`src/rtl/io_input_handshake.sv`:
```
// ----------------------------------------------------------------------------
// io_input_handshake
//
// Sequencer between the CPU IO-read path and the board switch/confirm-button
// inputs. An IO read of the switch port stalls the CPU until the user presses
// the debounced confirm button. The 16 switch bits are then latched and the
// CPU is released with io_data qualified by a single-cycle io_valid pulse.
//
// Optional feature macro: IO_TIMEOUT_EN
//   When defined, a wait counter bounds the time spent waiting for a press.
//   After TIMEOUT_CYCLES wait cycles the read completes with io_data=16'h0000
//   and the sticky timeout_flag set. When undefined the block waits
//   indefinitely and timeout_flag is tied low.
//
// Parameters:
//   DEBOUNCE_CYCLES  consecutive stable cycles before the debounced level moves
//   TIMEOUT_CYCLES   press wait limit (only meaningful with IO_TIMEOUT_EN)
//
// Ports:
//   clk             in   1   CPU clock, all state changes on the rising edge
//   reset           in   1   synchronous, active-high
//   ior_req         in   1   CPU IO read of the switch port, held while pending
//   button_confirm  in   1   raw asynchronous confirm push-button
//   switch_in       in  16   raw asynchronous switch bits
//   cpu_stall       out  1   freezes PC / register-file write while high
//   io_data         out 16   latched switch value for the IO read mux
//   io_valid        out  1   one-cycle pulse, io_data answers the current read
//   waiting         out  1   high while waiting for release/press (LED)
//   timeout_flag    out  1   sticky until the next request (0 without timeout)
// ----------------------------------------------------------------------------
module io_input_handshake #(
    parameter int DEBOUNCE_CYCLES = 20,
    parameter int TIMEOUT_CYCLES  = 1000000
) (
    input  logic        clk,
    input  logic        reset,
    input  logic        ior_req,
    input  logic        button_confirm,
    input  logic [15:0] switch_in,
    output logic        cpu_stall,
    output logic [15:0] io_data,
    output logic        io_valid,
    output logic        waiting,
    output logic        timeout_flag
);

    // Reject configurations where the counters would compare against a
    // negative or zero-length window.
    if (DEBOUNCE_CYCLES < 1 || TIMEOUT_CYCLES < 2) begin : g_bad_params
        $error("io_input_handshake: need DEBOUNCE_CYCLES >= 1 and TIMEOUT_CYCLES >= 2");
    end

    localparam int CNT_W = $clog2(DEBOUNCE_CYCLES + 1);
    localparam logic [CNT_W-1:0] CNT_LAST = CNT_W'(DEBOUNCE_CYCLES - 1);

    typedef enum logic [1:0] {
        IDLE,
        WAIT_RELEASE,
        WAIT_PRESS,
        DONE
    } state_t;

    state_t state;
    state_t state_next;

    logic             btn_meta;
    logic             sync_btn;
    logic [15:0]      sw_meta;
    logic [15:0]      sync_sw;

    logic [CNT_W-1:0] cnt;
    logic             db_level;
    logic             db_prev;
    logic             press_event;

    logic             latch_sw;

`ifdef IO_TIMEOUT_EN
    localparam int WAIT_W = $clog2(TIMEOUT_CYCLES + 1);
    localparam logic [WAIT_W-1:0] WAIT_LAST = WAIT_W'(TIMEOUT_CYCLES - 1);

    logic [WAIT_W-1:0] wait_cnt;
    logic              timeout_hit;
    logic              timeout_fire;
    logic              start_wait;
    logic              flag_q;
`endif

    // Two-flop synchronisers for the asynchronous button and switches. The
    // switch bits are only consumed once the button has been stable for many
    // cycles, so per-bit skew between switch flops does not matter.
    always_ff @(posedge clk) begin
        if (reset) begin
            btn_meta <= 1'b0;
            sync_btn <= 1'b0;
            sw_meta  <= '0;
            sync_sw  <= '0;
        end else begin
            btn_meta <= button_confirm;
            sync_btn <= btn_meta;
            sw_meta  <= switch_in;
            sync_sw  <= sw_meta;
        end
    end

    // Debouncer: the counter only runs while the synchronised button
    // disagrees with the debounced level, so any glitch back to the old level
    // restarts the stability window. db_prev is kept for edge detection.
    always_ff @(posedge clk) begin
        if (reset) begin
            cnt      <= '0;
            db_level <= 1'b0;
            db_prev  <= 1'b0;
        end else begin
            db_prev <= db_level;
            if (sync_btn == db_level) begin
                cnt <= '0;
            end else if (cnt == CNT_LAST) begin
                db_level <= sync_btn;
                cnt      <= '0;
            end else begin
                cnt <= cnt + CNT_W'(1);
            end
        end
    end

    // A press is the single cycle right after the debounced level rises.
    assign press_event = db_level & ~db_prev;

    // Handshake state register.
    always_ff @(posedge clk) begin
        if (reset) begin
            state <= IDLE;
        end else begin
            state <= state_next;
        end
    end

    // Next-state logic. In the wait states a withdrawn request always wins,
    // so an aborted read never latches data or pulses io_valid. In
    // WAIT_PRESS a genuine press beats a timeout landing in the same cycle.
    // Starting in WAIT_RELEASE when the button is already down stops a held
    // button from answering several reads in a row.
    always_comb begin
        state_next = state;
        latch_sw   = 1'b0;
`ifdef IO_TIMEOUT_EN
        start_wait   = 1'b0;
        timeout_fire = 1'b0;
`endif
        unique case (state)
            IDLE: begin
                if (ior_req) begin
`ifdef IO_TIMEOUT_EN
                    start_wait = 1'b1;
`endif
                    state_next = db_level ? WAIT_RELEASE : WAIT_PRESS;
                end
            end
            WAIT_RELEASE: begin
                if (!ior_req) begin
                    state_next = IDLE;
`ifdef IO_TIMEOUT_EN
                end else if (timeout_hit) begin
                    state_next   = DONE;
                    timeout_fire = 1'b1;
`endif
                end else if (!db_level) begin
                    state_next = WAIT_PRESS;
                end
            end
            WAIT_PRESS: begin
                if (!ior_req) begin
                    state_next = IDLE;
                end else if (press_event) begin
                    state_next = DONE;
                    latch_sw   = 1'b1;
`ifdef IO_TIMEOUT_EN
                end else if (timeout_hit) begin
                    state_next   = DONE;
                    timeout_fire = 1'b1;
`endif
                end
            end
            DONE: begin
                state_next = IDLE;
            end
            default: begin
                state_next = IDLE;
            end
        endcase
    end

    // Returned data: captured at the edge that enters DONE and then held
    // until the next completed read, regardless of later switch movement.
    always_ff @(posedge clk) begin
        if (reset) begin
            io_data <= '0;
        end else if (latch_sw) begin
            io_data <= sync_sw;
`ifdef IO_TIMEOUT_EN
        end else if (timeout_fire) begin
            io_data <= '0;
`endif
        end
    end

`ifdef IO_TIMEOUT_EN
    assign timeout_hit = (wait_cnt == WAIT_LAST);

    // Wait counter and sticky timeout flag. Both restart when a new request
    // leaves IDLE, so the flag describes the most recent read only.
    always_ff @(posedge clk) begin
        if (reset) begin
            wait_cnt <= '0;
            flag_q   <= 1'b0;
        end else begin
            if (start_wait) begin
                wait_cnt <= '0;
                flag_q   <= 1'b0;
            end else if (waiting) begin
                wait_cnt <= wait_cnt + WAIT_W'(1);
            end
            if (timeout_fire) begin
                flag_q <= 1'b1;
            end
        end
    end

    assign timeout_flag = flag_q;
`else
    assign timeout_flag = 1'b0;
`endif

    // Stall is combinational on the request so the CPU freezes in the very
    // cycle the read appears; it drops only in DONE, where the CPU advances.
    assign cpu_stall = ior_req & (state != DONE);
    assign io_valid  = (state == DONE);
    assign waiting   = (state == WAIT_RELEASE) | (state == WAIT_PRESS);

endmodule

```
`config.mk`:
```
export PLATFORM = sky130hd
export DESIGN_NAME = io_input_handshake
export DESIGN_NICKNAME = d
export VERILOG_FILES = /design/src/rtl/io_input_handshake.sv
export SDC_FILE = /design/constraint.sdc
export NUM_CORES = 1
export LEC_CHECK = 0
export ABC_AREA = 1
export CORE_MARGIN = 3
export CORE_UTILIZATION = 23
export DETAILED_ROUTE_END_ITERATION = 7
export GPL_TIMING_DRIVEN = 0
export PLACE_DENSITY_LB_ADDON = 0.1
export SLEW_MARGIN = 5
export SYNTH_ARGS = -nofsm -noshare
export SYNTH_HDL_FRONTEND = slang
export SYNTH_SLANG_ARGS = --single-unit
```
`constraint.sdc`:
```
create_clock -name clk -period 2.2 [get_ports clk]
set_clock_uncertainty 0.15 [all_clocks]
set_input_delay 0.22 -clock clk [delete_from_list [all_inputs] [get_ports clk]]
set_output_delay 0.22 -clock clk [all_outputs]
set_load 0.02 [all_outputs]
```
# Yosys cells after proc, flatten, opt, wreduce, memory -nomap -nowiden
# Index checks and enable logic that the tools add are counted.
# totals
ff_bits	59
in_bits	20
output_inout_bits	20
elab_cells	38
# op_classes
add_sub_neg	1
eq_ne	9
muxes	10
n_bitwise	5
n_reduce_logical	4
# op_table
operator	n
2-bit two-way mux	6
2-bit one-hot mux with 4 select lines	1
3-bit != test, second input constant	2
5-bit by 1-bit adder with 5-bit output, second input constant	1
5-bit == test, second input constant	1
2-bit == test, second input constant	2
2-bit != test, second input constant	2
1-bit two-way mux	3
3-bit AND reduction	1
3-bit OR reduction	1
1-bit AND	2
2-bit by 1-bit == test with 1-bit output, second input constant	1
2-bit logical NOT	1
1-bit inverter	2
2-bit AND reduction	1
1-bit == test	1
1-bit bitwise OR	1

# Depth between registers and ports, before layout
# logic_depth
depth_word	5
mapped_depth	9
mapped_depth_nobuf	9

# Worst setup path after synthesis
# No wires, ideal clock.
# synth_timing
kind	register to register
start	register state[0]
end	register io_data[10]
setup_ps	113
arrival_ps	1137
t_required_ps	1937
path_slack_ps	799
path_stages_with_launch	9
path_buffers	1
period_less_slack_ps	1401
cell_sequence	dfxtp_1 > inv_1 > ha_1 > nand2_2 > nor2_8 > inv_4 > buf_6 > nor2_2 > nor2_1
# synth_via
elab_chain_cells	2
# synth_rtl
item	line	source
start: declaration	63	state_t state;
start signal: assignment	135	state <= state_next;
2-bit == test	151	unique case (state)
1-bit two-way mux	151	
end signal: assignment	200	io_data <= sync_sw;
end: declaration	41	output logic [15:0] io_data,
# No other way between the ends.
# A chain may end at the register's enable or synchronous reset.

# Final worst setup path
# layout_timing
start	register state[0]
end	output waiting
# layout_via
elab_chain_cells	2
elab_cells_between_ends	3
cone_classes	eq/ne (2); bitwise (1)
# layout_rtl
item	line	source
2-bit by 1-bit == test with 1-bit output / 2-bit == test (equally long branches)	239	assign waiting = (state == WAIT_RELEASE) | (state == WAIT_PRESS);
1-bit bitwise OR (*)	239	
end: declaration	43	output logic waiting,
# Every way passes the cells marked *; elsewhere a longest branch is shown, timed or not.

==> flow_summary.toml <==
[pwr]
clockPowerShare = 0.386
p_per_area_nw_per_um2 = 815
seq_power_share = 0.509
leakage_nw = 1.28
power_frac_comb = 0.105
p_switching_uw = 532
p_sw_frac = 0.240
ir_worst_vdd_v = 0.000325
intPower_mw = 1.68

[yosys]
synth_most_common_cell = "nor2_1"
synthCells = 243
synth_edf_count = 0
ys.warnings.count = 0
synth.top_cell.area_share = 0.579
synthTopCellsByCount = "68 x nor2_1, 59 x dfxtp_1, 44 x inv_1"
async_flop_share = 0
synth_mux_area_frac = 0
synthAdderAreaFrac = 0.0368
yosys.area_share.xor_xnor = 0.0129
synth_area_leaders = "dfxtp_1 58%, nor2_1 13%, inv_1 8.1%"
syn-num-nets = 269
yosys.area_share.simple = 0.212
synth-seq-cells = 59
synth_top_family_by_area = "simple AND/OR/NAND/NOR gates"
synth.distinct_cells = 20
synth.largest_area_cell = "dfxtp_1"
synth_ff_type = "dfxtp_1"
synth_compound_area_frac = 0.0466
syn_area_per_cell_um2 = 8.40
ys_seq_area_frac = 0.579
synth_area_um2 = 2040

[floorplan]
die_h_um = 100
die-area_um2 = 10000
ios = 40
placementRows = 33
initial_core_util = 0.242
die_w_um = 100
core-area_um2 = 8420

[sta]
slew_viol_final = 0
setup_viol = 0
holdWs_ns = 0.0288
layout_min_cycle_time_ns = 2.03
hold_viol_final = 0
finalWorstSetupSlack_ns = 0.167
fin_setup_tns_ns = 0
period_share = 0.924
rsz0062_at_grt = "no"
max_freq_ghz = 0.492

[clock_network]
cts_buffer_depth = 2
cts.clk_slew.worst_paths_ns = 0.06
cts.sinks = 59
cts_buffers = 9
hold_buffers = 0
clk-insertion-delay-late_ns = 0.33
htree_levels = 3
cts.repair.resized = 0
cts_setup_buffers = 0
cts_tree = "built"
clockRootBuffer = "clkbuf_8"

[critical_path]
critPathRequiredTime_ns = 1.83
reg2reg_to = "io_data[8]$_SDFFE_PP0P_"
path_cells = "inv_1 > ha_1 > clkdlybuf4s50_1"
worst_setup_path_start_kind = "register"
rr_worst_depth = 8
critPathMaxFanout = 4
cp_num_buf_inv = 2
crit_family = "buffers and inverters"
crit_type = "register to output port"
crit_path_end_kind = "output port"
critPathMaxStageDelay_ns = 0.59
rrSetupSlack_ns = 0.62
r2r_start = "state[0]$_SDFFE_PP0P_"
slowest_stage = "clkdlybuf4s50_1"
cp.arrival_ns = 1.66

[grt]
grt-ovfl-total = 0
grt_pass1_wl_mm = 6.35
grtUsageTotal = 0.0842
grt_pass1_vias = 1406
grt_max_degree = 11
antenna_found_initial = 0

[routing]
num_vias = 1473
drc = 0
wl_per_cell_um = 9.57
drt_iter0_markers = 30
wirelength_mm = 3.84
drt-vias-per-instance = 3.67
drtPass1Iterations = 4
drtAntennaViolNets = 0

[hold_path]
min_to = "sw_meta[11]$_SDFF_PP0_"
min-delay-start = "reset"
holdPathStages = 2
hold_class = "input port to register"

[placed_design]
io_buffers = 37
dp.cells = 385
gp_congestion = 0.718
post-place-ws_ns = 0.318
hpwl_mm = 2.68

[flow_run]
maxCapViolCount = 0

[status]
status = "completed"

[final_layout]
layoutNonFillerInstCount = 401
utilization = 0.322
nNetsFinal = 317
antenna_cells = 0
drive_gt1_frac = 0.108
syn_to_final_growth_pct = 33.0
fill_cells = 942
[logic make-up after synthesis]
kind of cell / after synthesis
DFF: 59
adders and majority gates: 6
and+or+nand+nor: 101
other: 1
AOI/OAI and AO/OA: 19
xor gates and xnor gates: 3
buffers and inverters: 54
[layer usage]
metal | wire length, um | track usage | vias up
met2 | 1710 | 0.128 | 30
met5 | 0 | 0 | -
met3 | 212 | 0.0306 | 9
met4 | 132 | 0.0622 | 0
met1 | 1790 | 0.0966 | 625
li1 | - | - | 809
[how the worst max path moves through the flow]
| stage | start | to | slack (ns) | cells after the start |
|---|---|---|---|---|
| floorplan | state[0]$_SDFFE_PP0P_ | io_data[10]$_SDFFE_PP0P_ | 0.80 | 8 |
| global placement | ior_req | cpu_stall | 0.31 | 4 |
| detailed placement | ior_req | cpu_stall | 0.32 | 4 |
| CTS | state[0]$_SDFFE_PP0P_ | waiting | 0.12 | 3 |
| global route | state[0]$_SDFFE_PP0P_ | waiting | 0.1 | 3 |
| finish | state[0]$_SDFFE_PP0P_ | waiting | 0.17 | 3 |
[metrics by stage]
step	instance area [um^2]	power, mW
floorplan	2040	1.30
global placement	2540	1.39
detailed placement	2540	1.39
CTS	2720	2.26
global route	2720	2.33
finish	2720	2.21
[power groups by stage]
stage          Combinational [mW]  Clock, mW  Sequential, mW
4_1_cts                     0.238      0.898            1.13
6_report                    0.233      0.854            1.13
3_3_place_gp                0.238          0            1.15
3_5_place_dp                0.238          0            1.15
2_1_floorplan               0.154          0            1.15
5_1_grt                     0.265      0.936            1.13
[cell type report]
class	count	area (um^2)	share of cell area
flip-flops and latches	59	1180	0.435
multi-input cells	130	633	0.233
plain buffers	9	55.1	0.0203
clock inverters	2	10.0	0.00369
well taps	105	131	0.0484
repair buffers	37	370	0.136
clock buffers	14	163	0.0599
inverters	45	171	0.0631
[state kept, by name, indices dropped and copies added, names as in the netlist]
| register | count |
|---|---|
| sw_meta | 16 |
| sync_sw | 16 |
| sync_btn | 1 |
| cnt | 5 |
| state | 2 |
| db_level | 1 |
| io_data | 16 |
| db_prev | 1 |
| btn_meta | 1 |
[placed cells by master, fill, tap and decap left out, drive strengths merged, types with 3 or more instances in the layout]
cell type | netlist | routed
buf | 5 | 5
clkbuf | 4 | 18
clkdlybuf4s50 | 0 | 37
dfxtp | 59 | 59
ha | 6 | 6
inv | 45 | 45
nand2 | 16 | 16
nand3 | 5 | 5
nor2 | 79 | 79
o21ai | 18 | 18
xor2 | 3 | 3
(Power assumes the default switching activity.)
